`config.mk`:
```
export PLATFORM = sky130hd
export DESIGN_NAME = serial_com_mlane
export DESIGN_NICKNAME = d
export VERILOG_FILES = /design/src/rtl/serial_com_mlane_pkg.sv /design/src/rtl/serial_com_mlane_lane_sr.sv /design/src/rtl/serial_com_mlane.sv
export SDC_FILE = /design/constraint.sdc
export NUM_CORES = 1
export LEC_CHECK = 0
export BUFFER_PORTS_ARGS = -buffer_cell sky130_fd_sc_hd__buf_2
export CORE_MARGIN = 2
export CORE_UTILIZATION = 45
export DETAILED_ROUTE_END_ITERATION = 7
export GPL_ROUTABILITY_DRIVEN = 0
export PLACE_DENSITY = 0.62
export SLEW_MARGIN = 0
export SYNTH_ARGS = -nofsm -noshare
export SYNTH_HDL_FRONTEND = slang
export SYNTH_HIERARCHICAL = 1
export SYNTH_SLANG_ARGS = --single-unit
```
`constraint.sdc`:
```
create_clock -name rclk -period 4.02 [get_ports rclk]
set_clock_uncertainty 0.15 [all_clocks]
set_input_delay 0.804 -clock rclk [delete_from_list [all_inputs] [get_ports rclk]]
set_output_delay 0.804 -clock rclk [all_outputs]
set_load 0.02 [all_outputs]
```
`src/rtl/serial_com_mlane_pkg.sv`:
```
// Shared constants for the multi-lane frame serializer: FSM state codes,
// default frame patterns and a counter-width helper.
package serial_com_mlane_pkg;

  localparam logic [2:0] ST_IDLE = 3'd0;
  localparam logic [2:0] ST_SOF  = 3'd1;
  localparam logic [2:0] ST_DATA = 3'd2;
  localparam logic [2:0] ST_FILL = 3'd3;
  localparam logic [2:0] ST_CHK  = 3'd4;
  localparam logic [2:0] ST_EOF  = 3'd5;

  localparam logic [31:0] DEF_SOF_PAT  = 32'h5a5a5a5a;
  localparam logic [31:0] DEF_EOF_PAT  = 32'h0f0f0f0f;
  localparam logic [31:0] DEF_FILL_PAT = 32'hc3c3c3c3;

  // Width able to hold 0..n-1, never narrower than one bit.
  function automatic int cnt_width(input int n);
    return (n > 1) ? $clog2(n) : 1;
  endfunction

endpackage

```
`src/rtl/serial_com_mlane_lane_sr.sv`:
```
// One serial lane: parallel load on a word boundary, otherwise shift right
// one bit per cycle; the LSB is the lane's serial output.
module serial_lane_sr #(
  parameter int LW = 32
) (
  input  logic          clk,
  input  logic          rst,
  input  logic          load,
  input  logic [LW-1:0] din,
  output logic          lsb
);

  logic [LW-1:0] sr;

  always_ff @(posedge clk) begin
    if (rst) begin
      sr <= '0;
    end else if (load) begin
      sr <= din;
    end else begin
      sr <= sr >> 1;
    end
  end

  assign lsb = sr[0];

endmodule

```
`src/rtl/serial_com_mlane.sv`:
```
// Frame serializer: pops FWFT FIFO words and emits SOF, DATA/FILL..., optional
// XOR checksum and EOF words, each word split across LANES LSB-first lanes.
module serial_com_mlane
  import serial_com_mlane_pkg::*;
#(
  parameter int                DATA_W   = 32,
  parameter int                LANES    = 1,
  parameter logic [DATA_W-1:0] SOF_PAT  = DATA_W'(DEF_SOF_PAT),
  parameter logic [DATA_W-1:0] EOF_PAT  = DATA_W'(DEF_EOF_PAT),
  parameter logic [DATA_W-1:0] FILL_PAT = DATA_W'(DEF_FILL_PAT),
  parameter int                EOF_REPS = 2,
  parameter int                CHK_EN   = 1,
  parameter int                UFC_W    = 16
) (
  input  logic              rclk,
  input  logic              rrst,
  input  logic [DATA_W:0]   rdata,
  input  logic              rempty,
  output logic              r_en,
  output logic [LANES-1:0]  s_out,
  output logic              s_frame,
  output logic [UFC_W-1:0]  underflow_cnt
);

  localparam int LW = DATA_W / LANES;
  localparam int CW = cnt_width(LW);
  localparam int RW = cnt_width(EOF_REPS + 1);

  logic [2:0]        state, next_state;
  logic [CW-1:0]     bit_cnt;
  logic              boundary;
  logic [RW-1:0]     rep;
  logic [DATA_W-1:0] chk, next_word;
  logic              last_flag, take, fill;

  assign boundary = (bit_cnt == CW'(LW - 1));

  // Next state and the word loaded into the lanes at the coming boundary.
  always_comb begin
    next_state = state;
    next_word  = '0;
    take       = 1'b0;
    fill       = 1'b0;
    case (state)
      ST_IDLE: begin
        if (!rempty) begin
          next_state = ST_SOF;
          next_word  = SOF_PAT;
        end
      end
      ST_SOF, ST_FILL, ST_DATA: begin
        if (state == ST_DATA && last_flag) begin
          if (CHK_EN != 0) begin
            next_state = ST_CHK;
            next_word  = chk;
          end else begin
            next_state = ST_EOF;
            next_word  = EOF_PAT;
          end
        end else if (!rempty) begin
          next_state = ST_DATA;
          next_word  = rdata[DATA_W-1:0];
          take       = 1'b1;
        end else begin
          next_state = ST_FILL;
          next_word  = FILL_PAT;
          fill       = 1'b1;
        end
      end
      ST_CHK: begin
        next_state = ST_EOF;
        next_word  = EOF_PAT;
      end
      ST_EOF: begin
        if (rep < RW'(EOF_REPS)) begin
          next_state = ST_EOF;
          next_word  = EOF_PAT;
        end else begin
          next_state = ST_IDLE;
        end
      end
      default: next_state = ST_IDLE;
    endcase
  end

  // Popping during reset would silently lose a word, so the strobe is gated.
  assign r_en    = boundary && take && !rrst;
  assign s_frame = (state != ST_IDLE);

  always_ff @(posedge rclk) begin
    if (rrst) begin
      state         <= ST_IDLE;
      bit_cnt       <= '0;
      rep           <= '0;
      chk           <= '0;
      last_flag     <= 1'b0;
      underflow_cnt <= '0;
    end else begin
      bit_cnt <= boundary ? '0 : bit_cnt + CW'(1);
      if (boundary) begin
        state <= next_state;
        if (take) begin
          chk       <= chk ^ rdata[DATA_W-1:0];
          last_flag <= rdata[DATA_W];
        end
        if (next_state == ST_SOF || state == ST_CHK) begin
          chk <= '0;
        end
        if (next_state == ST_EOF) begin
          rep <= (state == ST_EOF) ? rep + RW'(1) : RW'(1);
        end
        if (fill && underflow_cnt != '1) begin
          underflow_cnt <= underflow_cnt + UFC_W'(1);
        end
      end
    end
  end

  for (genvar i = 0; i < LANES; i++) begin : g_lane
    serial_lane_sr #(.LW(LW)) u_sr (
      .clk  (rclk),
      .rst  (rrst),
      .load (boundary),
      .din  (next_word[i*LW +: LW]),
      .lsb  (s_out[i])
    );
  end

endmodule

```
==> run metrics <==
Cell Int Power 1.204 mW; CP max FO 17; MaxCap Viol Count 0; TritonCTS buffer count 9; max_slew headroom 0.2183; diode count 0; Max VDD drop around 0.19 mV; clk buf depth 2; number of port buffers 54; total iterations of the first detailed-routing run 4; first-pass GRT wire length 19140 µm; critical path class reg -> out; Fmax ~0.33 GHz; Max Slew Vio Count 0; Syn Area/Cell approximately 8.6 µm²; Syn Std Cell Area roughly 0.0046 mm²; CTS tree built; die width 104.9 µm; crit-path leading delay family buffers and inverters; XOR/XNOR share of the synthesized area 0.003825; Simple-Gate Fraction of Synth Area 0.2251; Post-CTS Setup Repair Bufs 0; Initial Util 0.4664; P_sw a little over 400 µW; Flop pwr share 0.562; Hold-fix buffers, CTS 0; Setup-failing EPs final 0; largest net degree at the start of global routing 43; worst-path cell chain ha_1 > and3_1 > ha_2 > buf_4 > o2111ai_2 > inv_1 > buf_2; post-synth top area cell dfxtp_1; worst path bufs/invs 3; root buf cell clkbuf_8; share of synthesized registers carrying an async set or reset 0; Cell Rows 36; Synth Flop Type dfxtp_1; YS warnings 6; Sw Ratio 0.2515; WL/cell about 16 µm; delay of the slowest critical-path stage ~360 ps; via count slightly above 4000; clock latency on the worst-skew pair 370 ps; Total GRT Usage 0.2146; filler cell count 966; Synth area leaders dfxtp_1 (40%), mux2i_1 (8.7%), nor2_1 (4.1%), o21ai_0 (3.6%), a21oi_1 (2.8%); Logic pwr share 0.057; Worst-Margin Slew 1157 ps; initial DRC count between 200 and 300; WP data arrival 2100 ps; clock power share 0.380; Cells after Synth around 530; Die ar. 0.01100 mm²; Synth Area in Adders 0.008197; setup TNS 0 ps; fraction of the yosys area taken by sequential cells 0.3978; CTS H-tree lvls 3; layout cell share with drive strength beyond 1 0.1725; final hold vios 0; Synth Net Count 573; core area just under 0.01 mm²; post-detail-place hpwl 7767 µm; clock-pin slew on the worst setup and hold paths approximately 100 ps; Final nets 608; Yosys top cell area share 0.3978; Cell Pwr Density ~320 mW/mm²; global route overflow 0; Worst Path Required between 3000 and 4000 ps; startpoint types register; minimum clock period between 3000 and 4000 ps; Post-synth EDFFs 0; Synth Area in Compound Gates 0.2156; outcome completed; Setup crit end kind primary output; post_cts resized 0; Final Total Pwr ~1.6 mW; Yosys reg bits 91; most common cell in the netlist dfxtp_1; # clock sinks between 90 and 100; antenna-violating nets left 0; fin crit share 0.7587; LEAKAGE between 1.5 and 2 nW; synth cell count leaders dfxtp_1 (91), nor2_1 (50), mux2i_1 (40); via/cell ratio approximately 5.7; Synth cell types 55; initial antenna violation count 0; slowest stage cell on the critical path dfxtp_1; Area Growth Syn to Fin 11.31%; dominant combinational cell family by area after synthesis simple AND/OR/NAND/NOR gates; final WL around 11000 µm; Die Y-Extent 104.9 µm; vias in the first global route about 3800; DRC violations left 0; Hold Path Class reg -> reg; # IOs 55; mux contribution to synthesized area 0.09235; RSZ-0062 raised after global routing no
-- worst reg2reg max path, cell delays in order, from the launching register on --
cell and delay (ps):
dfxtp_1 1000, o21ai_0 230, a41oi_1 960, o21bai_1 240, a21o_1 130
-- state kept, by name, indices dropped and copies added, names as in the netlist --
name,flops
chk,32
g_lane.u_sr/sr,32
underflow_cnt,16
bit_cnt,5
state,3
rep,2
last_flag,1
-- stage by stage --
step / util / setup WS [ps] / cell area, µm² / hold WS, ps / cells
after floorplan: - / 1030 / 4579 / 277.7 / 534
after global placement: 0.5000 / 1158 / 4910 / 291.5 / 691
after detailed placement: 0.5000 / 1095 / 4910 / 296.3 / 691
after CTS: 0.5191 / 951.0 / 5097 / 310.0 / 707
after global routing: 0.5191 / 848.0 / 5097 / 330.8 / 707
final: 0.5191 / 969.8 / 5097 / 308.1 / 707
-- cells in the final DEF (no fill, tap or decap), drive strengths merged, types with 3 or more instances in the layout --
master	n
a211oi	3
a21o	16
a21oi	26
a221o	3
a31o	7
and3b	3
buf	65
clkbuf	12
dfxtp	91
ha	3
inv	14
mux2i	40
nand2	34
nand2b	8
nand3	16
nand4	10
nor2	50
nor2b	3
nor3	19
nor3b	15
nor4	5
o211ai	11
o21ai	33
o21bai	17
o311a	3
o31ai	6
or2	3
or3	16
or4	6
-- layer usage --
metal | share of wire | vias up | GRT usage
met3 | 0.058 | 17 | 0.05490
met1 | 0.46 | 1880 | 0.2758
met2 | 0.47 | 112 | 0.3544
li1 | - | 2023 | -
met4 | 0.016 | 0 | 0.06381
met5 | 0 | - | 0
-- kinds of logic (layout without fill, tap and decap cells) --
family	Yosys count	count (layout)
mux	42	42
buf+inv	53	93
simple gates	197	197
compound gates	146	146
xor+xnor	2	2
fa+ha+maj	3	3
flops	91	91
-- final cells by class --
| class | instances | area [µm²] | share of cell area |
|---|---|---|---|
| Timing Repair Buffer | 65 | 352.8 | 0.06922 |
| Multi-Input combinational cell | 390 | 2524 | 0.4951 |
| Clock buffer | 12 | 155.1 | 0.03044 |
| Sequential cell | 91 | 1822 | 0.3574 |
| Clock inverter | 4 | 32.53 | 0.006382 |
| Tap cell | 133 | 166.4 | 0.03265 |
| Inverter | 12 | 45.04 | 0.008837 |
-- power by group through the flow --
stage | clock (mW) | sequential, mW | combinational, mW
floorplan | 0 | 0.926 | 0.0502
global placement | 0 | 0.926 | 0.0900
detailed placement | 0 | 0.926 | 0.0918
CTS | 0.626 | 0.905 | 0.0923
global route | 0.659 | 0.906 | 0.102
finish | 0.612 | 0.905 | 0.0921
-- worst paths after layout --
path         slack, ps  depth (start not counted)                     to                  start
max reg2reg       1280                          4    chk[9]$_SDFFE_PP0P_  state[0]$_SDFFE_PP0P_
min                310                          1  bit_cnt[0]$_SDFF_PP0_  bit_cnt[0]$_SDFF_PP0_
max                970                          7                   r_en  bit_cnt[0]$_SDFF_PP0_
min reg2reg        310                          1  bit_cnt[0]$_SDFF_PP0_  bit_cnt[0]$_SDFF_PP0_
Power figures use the tool's default switching activity.
